[src/rtl/openrigil_uart_rx.sv]
// 8N1 UART receiver with mid-bit sampling, one-entry valid/ready holding register and error pulses.
// Define UART_RX_PARITY_EN to insert a parity bit (sense set by PARITY_ODD) between data and stop.
module openrigil_uart_rx #(
    parameter int unsigned CLKS_PER_BIT = 234,
    parameter int unsigned PARITY_ODD   = 0
) (
    input  logic       clock,
    input  logic       nreset,
    input  logic       rxd,
    output logic [7:0] data,
    output logic       valid,
    input  logic       ready,
    output logic       busy,
    output logic       frame_err,
    output logic       overrun,
    output logic       parity_err
);

    localparam logic [15:0] LP_BIT_LAST  = 16'(CLKS_PER_BIT - 1);
    localparam logic [15:0] LP_HALF_LAST = 16'((CLKS_PER_BIT / 2) - 1);

    if (CLKS_PER_BIT < 4 || CLKS_PER_BIT > 65535 || PARITY_ODD > 1) begin : g_bad_param
        $error("openrigil_uart_rx: CLKS_PER_BIT must be 4..65535 and PARITY_ODD 0 or 1");
    end

    typedef enum logic [2:0] {
        S_IDLE,
        S_START,
        S_DATA,
        S_PARITY,
        S_STOP,
        S_BREAK
    } state_t;

    state_t      r_state;
    logic        r_s1;
    logic        r_rxd_s;
    logic [15:0] r_cnt;
    logic [2:0]  r_idx;
    logic [7:0]  r_shift;
    logic [7:0]  r_data;
    logic        r_valid;
    logic        r_frame_err;
    logic        r_overrun;
    logic        r_par_bad;

    logic        w_bit_end;
    logic        w_half_end;
    logic        w_par_bad;

    assign w_bit_end  = (r_cnt == LP_BIT_LAST);
    assign w_half_end = (r_cnt == LP_HALF_LAST);

`ifdef UART_RX_PARITY_EN
    logic r_parity_err;
    // A mismatch is a received parity bit differing from XOR of data, inverted for odd sense.
    assign w_par_bad  = r_rxd_s ^ (^r_shift) ^ (PARITY_ODD != 0);
    assign parity_err = r_parity_err;
`else
    assign w_par_bad  = 1'b0;
    assign parity_err = 1'b0;
`endif

    always_ff @(posedge clock) begin
        if (!nreset) begin
            r_s1        <= 1'b1;
            r_rxd_s     <= 1'b1;
            r_state     <= S_IDLE;
            r_cnt       <= 16'd0;
            r_idx       <= 3'd0;
            r_data      <= 8'd0;
            r_valid     <= 1'b0;
            r_frame_err <= 1'b0;
            r_overrun   <= 1'b0;
            r_par_bad   <= 1'b0;
`ifdef UART_RX_PARITY_EN
            r_parity_err <= 1'b0;
`endif
        end else begin
            r_s1        <= rxd;
            r_rxd_s     <= r_s1;
            r_frame_err <= 1'b0;
            r_overrun   <= 1'b0;
`ifdef UART_RX_PARITY_EN
            r_parity_err <= 1'b0;
`endif
            // A good byte landing this cycle overrides the consume below.
            if (r_valid && ready) begin
                r_valid <= 1'b0;
            end

            case (r_state)
                S_IDLE: begin
                    r_cnt     <= 16'd0;
                    r_par_bad <= 1'b0;
                    if (!r_rxd_s) begin
                        r_state <= S_START;
                    end
                end

                S_START: begin
                    if (w_half_end) begin
                        r_cnt <= 16'd0;
                        if (r_rxd_s) begin
                            r_state <= S_IDLE;
                        end else begin
                            r_state <= S_DATA;
                            r_idx   <= 3'd0;
                        end
                    end else begin
                        r_cnt <= r_cnt + 16'd1;
                    end
                end

                S_DATA: begin
                    if (w_bit_end) begin
                        r_cnt   <= 16'd0;
                        r_shift <= {r_rxd_s, r_shift[7:1]};
                        r_idx   <= r_idx + 3'd1;
                        if (r_idx == 3'd7) begin
`ifdef UART_RX_PARITY_EN
                            r_state <= S_PARITY;
`else
                            r_state <= S_STOP;
`endif
                        end
                    end else begin
                        r_cnt <= r_cnt + 16'd1;
                    end
                end

                S_PARITY: begin
                    if (w_bit_end) begin
                        r_cnt     <= 16'd0;
                        r_par_bad <= w_par_bad;
                        r_state   <= S_STOP;
                    end else begin
                        r_cnt <= r_cnt + 16'd1;
                    end
                end

                S_STOP: begin
                    if (w_bit_end) begin
                        r_cnt <= 16'd0;
                        if (!r_rxd_s) begin
                            r_frame_err <= 1'b1;
                            r_state     <= S_BREAK;
                        end else begin
                            r_state <= S_IDLE;
                            if (r_par_bad) begin
`ifdef UART_RX_PARITY_EN
                                r_parity_err <= 1'b1;
`endif
                            end else if (!r_valid || ready) begin
                                r_data  <= r_shift;
                                r_valid <= 1'b1;
                            end else begin
                                r_overrun <= 1'b1;
                            end
                        end
                    end else begin
                        r_cnt <= r_cnt + 16'd1;
                    end
                end

                S_BREAK: begin
                    r_cnt <= 16'd0;
                    if (r_rxd_s) begin
                        r_state <= S_IDLE;
                    end
                end

                default: begin
                    r_cnt   <= 16'd0;
                    r_state <= S_IDLE;
                end
            endcase
        end
    end

    assign data      = r_data;
    assign valid     = r_valid;
    assign busy      = (r_state != S_IDLE);
    assign frame_err = r_frame_err;
    assign overrun   = r_overrun;

endmodule

[config.mk]
export PLATFORM = sky130hd
export DESIGN_NAME = openrigil_uart_rx
export DESIGN_NICKNAME = d
export VERILOG_FILES = /design/src/rtl/openrigil_uart_rx.sv
export SDC_FILE = /design/constraint.sdc
export NUM_CORES = 1
export LEC_CHECK = 0
export BUFFER_PORTS_ARGS = -buffer_cell sky130_fd_sc_hd__buf_2
export CAP_MARGIN = 20
export CORE_MARGIN = 3
export CORE_UTILIZATION = 50
export DETAILED_ROUTE_END_ITERATION = 12
export GPL_TIMING_DRIVEN = 1
export PLACE_DENSITY = 0.77
export REMOVE_ABC_BUFFERS = 1
export SETUP_SLACK_MARGIN = 0.1
export SLEW_MARGIN = 20
export SYNTH_ARGS = -nofsm -noshare
export SYNTH_HDL_FRONTEND = slang
export SYNTH_SLANG_ARGS = --single-unit
export TNS_END_PERCENT = 5
[constraint.sdc]
create_clock -name clock -period 1.8 [get_ports clock]
set_input_delay 0.36 -clock clock [delete_from_list [all_inputs] [get_ports clock]]
set_output_delay 0.36 -clock clock [all_outputs]
set_load 0.01 [all_outputs]
Yosys cells after proc, flatten, opt, wreduce, memory -nomap -nowiden
Cells that the tools add are included.

word-level totals
  register bits after elaboration = 44
  input bits = 4
  output and inout port bits = 13
  logic and storage cells = 76

operators by class
  add/subtract/negate cells = 2
  equal/unequal tests = 16
  multiplexer cells = 27
  bitwise logic cells = 5
  reduce and logical (&&, ||, !) cells = 15

operators by type and width
  kind                                                                    number
  3-bit two-way mux                                                       11
  16-bit two-way mux                                                      2
  16-bit one-hot mux with 2 select lines                                  1
  3-bit one-hot mux with 6 select lines                                   1
  16-bit by 1-bit adder with 16-bit output, second input constant         1
  16-bit by 7-bit equality test with 1-bit output, second input constant  1
  16-bit by 8-bit equality test with 1-bit output, second input constant  1
  2-bit inequality test, second input constant                            8
  3-bit equality test, second input constant                              3
  1-bit two-way mux                                                       9
  7-bit AND reduction                                                     1
  3-bit by 2-bit equality test with 1-bit output, second input constant   2
  3-bit one-hot mux with 2 select lines                                   1
  3-bit AND reduction                                                     2
  1-bit inverter                                                          5
  5-bit AND reduction                                                     1
  5-bit OR reduction                                                      1
  4-bit AND reduction                                                     1
  2-bit nonzero test                                                      2
  3-bit by 1-bit adder with 3-bit output, second input constant           1
  3-bit by 1-bit equality test with 1-bit output, second input constant   1
  3-bit zero test                                                         1
  3-bit nonzero test                                                      1
  3-bit OR reduction                                                      1
  6 further kinds                                                         6

Longest topological paths before layout
  word-level depth = 7
  mapped depth = 8
  mapped depth without buffers = 7

Worst setup path after synthesis
OpenSTA, ideal clock, no wires.

  path kind = register to register
  start point = reg r_cnt[0]
  end point = reg r_shift[0] (enable)
  library setup time = 0.384 ns
  data arrival time = 1.606 ns
  data required time = 1.416 ns
  slack = -0.190 ns
  cell stages (with the launch flop) = 5
  path buffers = 0
  clock period less this slack = 1.990 ns
  cell sequence = dfxtp_1 > ha_1 > nor3b_1 > nand4_1 > nor4b_2

between the ends
  word-level cells in the longest chain between the ends = 2

ends and longest elaborated chain
  element                                          RTL line  source
  from (decl)                                      38        logic [15:0] r_cnt;
  from (signal assigned)                           111       r_cnt <= r_cnt + 16'd1;
  from (signal assigned)                           128       r_cnt <= r_cnt + 16'd1;
  from (signal assigned)                           138       r_cnt <= r_cnt + 16'd1;
  16-bit by 8-bit equality test with 1-bit output  51        assign w_bit_end = (r_cnt == LP_BIT_LAST);
  3-bit AND reduction (no source line)             n/a
  to (signal assigned)                             118       r_shift <= {r_rxd_s, r_shift[7:1]};
  to (decl)                                        40        logic [7:0] r_shift;

No other way between the ends.
A chain may end at the register's enable or synchronous reset.

Worst setup path after layout
  start point = reg r_cnt[12]
  end point = reg r_idx[2]

between the ends
  word-level cells in the longest chain between the ends = 3
  elaborated cells between the ends (all ways) = 5
  those cells by class = 4 x eq/ne; 1 x reduce/logical

ends and longest elaborated chain
  element                                                                                                             RTL line  source
  16-bit by 7-bit equality test with 1-bit output or 16-bit by 8-bit equality test with 1-bit output (tied branches)  52, 51
  2-bit inequality test (no source line)                                                                              n/a
  4-bit AND reduction (no source line) (*)                                                                            n/a
  to (signal assigned)                                                                                                119       r_idx <= r_idx + 3'd1;
  to (decl)                                                                                                           39        logic [2:0] r_idx;

Mark *: on every way between the ends. The rest lies on a longest branch, timed or not.

==> metrics.yaml <==
die:
  io-pin-count: 17
  dieHeight_um: 66.57
  initial_core_util_pct: 53.29
  design.core.area_um2: 3442
  fp.dieArea_um2: 4432
  overall_die_width_um: 66.57
  num_rows: 21
final_layout:
  finish.cell_count_without_fillers: 254
  mostFrequentLayoutCell: "dfxtp_1"
  fill_cells: 255
  final_util_pct: 65.32
  leading_cell_types_in_the_layout_fill_and_taps_excluded: "dfxtp_1, nor2_1, buf_2, buf_4"
  area_growth_syn_to_layout_pct: 22.58
  final_nets: 216
  drive_gt1_share_pct: 30.77
  antenna_cells_inserted: 0
  final_area_um2: 2248
synthesis:
  synth_top_family_by_area: "simple AND/OR/NAND/NOR gates"
  yosys.area_share.simple_pct: 24.08
  count_of_state_elements_after_synthesis: 43
  unique_masters_post_synth: 39
  ys.warnings.count: 0
  syn-mean-instance-area_um2: 10.42
  post_synthesis_xor_xnor_area_fraction_pct: 6.685
  yosysSeqAreaShare_pct: 51.30
  synth_area_um2: 1834
  synthCells: 176
  mux_contribution_to_synthesized_area_pct: 6.003
  synth_area_in_compound_gates_pct: 5.798
  post_synth_fa_ha_maj_area_fraction_pct: 3.411
worst_setup_path:
  critical-path-slowest-cell: "dfxtp_2"
  class_of_the_most_critical_setup_path: "reg2reg"
  worst-endpoint-arrival_ns: 2.01
  path_cells: "nor4_4 > nand4_1 > buf_4 > nor3b_2 > o21bai_1 > a32o_1"
  critPathMaxStageDelay_ns: 0.34
  crit_path_max_fanout: 3
  critical_path.startpoint_type: "flop"
  cp-end-kind: "flop"
  cp_data_required_time_ns: 1.99
clock_network:
  clk-insertion-delay-late_ns: 0.30
  cts_hold_buffers: 0
  number_of_cts_inserted_buffers: 5
  cts.sink_count: 43
  clk_pin_slew_worst_paths_ns: 0.08
  cts_tree: "built"
  clock_tree.buffer_depth: 2
  cts.htree.levels: 2
  cts_root_buf: "clkbuf_8"
run:
  max-cap-violations: 0
sta:
  timing.slew.headroom_pct: 66.19
  hold_viol: 0
  timing_worst_slew_pin_value_ns: 0.5056
  grt_setup_unrepaired: "true"
  final.setup.tns_ns: -0.01605
  final-setup-viol-count: 4
  finalWorstSetupSlack_ns: -0.01416
  period_needed_ns: 1.814
  slew_violations: 0
  hold_ws_ns: 0.2366
  max_freq_mhz: 551.2
  layout_worst_path_cycle_share_pct: 100.8
  final.setup_skew_ns: 0.003967
global_route:
  first_pass_grt_wire_length_um: 5968
  vias_in_the_first_global_route: 1369
  global_route.overflow_total: 0
  grt_antenna_before_repair: 0
  pin_count_of_the_biggest_net_entering_global_routing: 15
  grt.total_usage_pct: 18.19
placement:
  port-buffer-count: 15
  post-dp-hpwl_um: 2489
  finalWeightedCongestion: 0.8203
  placed_instances: 243
  postPlaceCellArea_um2: 2046
  worst_setup_timing_slack_at_the_placement_stage_ns: -0.1352
run_status:
  violations: "negative setup slack"
  outcome: "complete, but fails checks"
drt:
  viasPerCell: 5.311
  drc_errors: 0
  dr_total_vias: 1349
  antenna_violating_nets_post_route: 0
  routedWlPerCell_um: 13.94
  detailedRoute.firstIterationViolations: 34
  postRouteWirelength_um: 3542
  drtPass1Iterations: 4
power:
  p_total_mw: 2.245
  p_leak_nw: 0.9350
  power.density_cell_area_nw_per_um2: 998.5
  vdd.ir_drop.worst_uv: 554.1
min_path:
  worst_hold_path_type: "in2reg"
==> critical path, delay by kind of cell (launching register included) <==
family / cells / cell delay, ns
DFF: 1 / 0.34
and+or+nand+nor: 3 / 0.74
AOI/OAI and AO/OA: 2 / 0.42
buffers and inverters: 1 / 0.20
==> kinds of logic after synthesis <==
family / count (synthesis)
adders and majority gates: 5
muxes: 11
AOI/OAI and AO/OA: 13
DFF: 43
other: 1
and+or+nand+nor: 78
buffers and inverters: 11
xor gates and xnor gates: 14
==> synthesized netlist by cell type, drive strengths merged <==
cell     n  area, um^2
nand2b   5       31.28
conb     1       3.750
nand4    5       37.53
xor2     9       78.83
or4      1       7.510
o32a     1       10.01
nor4     2       42.54
nor3     5       25.02
a211oi   2       15.01
a21oi    1       5.000
o21a     1       7.510
mux2i   11       110.1
nor2b    2       12.51
o21bai   1       7.510
clkbuf   5       18.77
o21ai    2       13.76
nand3    4       20.02
nand2   11       41.29
a32o     3       30.03
edfxtp   8       240.2
ha       5       62.56
or3      2       12.51
inv      4       15.01
nor4b    1       15.01
o32ai    1       8.760
and4bb   1       12.51
and3     5       32.53
buf      2       12.51
nor2    29       108.9
dfxtp   35       700.7
nor3b    2       15.01
and4     3       27.53
a31o     1       8.760
xnor2    5       43.79
==> cell type report <==
class	count	area (um^2)	area share, %
multi-input combinational	122	897.1	39.90
clock buffer	5	68.82	3.061
sequential	43	947.2	42.13
inverter	4	15.01	0.6678
clock inverter	3	43.79	1.948
timing repair buffer	31	219.0	9.738
tap	46	57.56	2.560
==> layer usage <==
layer | global-route usage, % | wire (um)
met3 | 6.745 | 163
met1 | 19.22 | 1456
met2 | 31.81 | 1900
met5 | 0 | 0
met4 | 8.376 | 21
==> final timing paths <==
kind                            startpoint       end  slack [ns]  depth (start not counted)
worst max register to register   r_cnt[12]  r_idx[2]       -0.01                          6
worst min register to register        r_s1   r_rxd_s        0.41                          1
worst max-delay path             r_cnt[12]  r_idx[2]       -0.01                          6
worst min-delay path                   rxd      r_s1        0.24                          2
==> sequential cells by signal (all words and copies together), names as in the netlist <==
signal     count
r_state        3
data           8
overrun        1
r_rxd_s        1
valid          1
frame_err      1
r_idx          3
r_s1           1
r_shift        8
r_cnt         16
==> what timing repair did <==
item,4_1_cts,5_1_grt
pin swaps,8,4
buffers inserted,3,0
setup endpoints to repair,33,40
resized for setup,17,4
==> where the power goes <==
| group | leakage, nW | internal (mW) | switching (mW) | total (mW) |
|---|---|---|---|---|
| registers | 0.357 | 1.01 | 0.0678 | 1.08 |
| clock network | 0.0581 | 0.413 | 0.333 | 0.746 |
| logic | 0.520 | 0.213 | 0.209 | 0.422 |
Note: power is estimated with default switching activity, not from simulation.
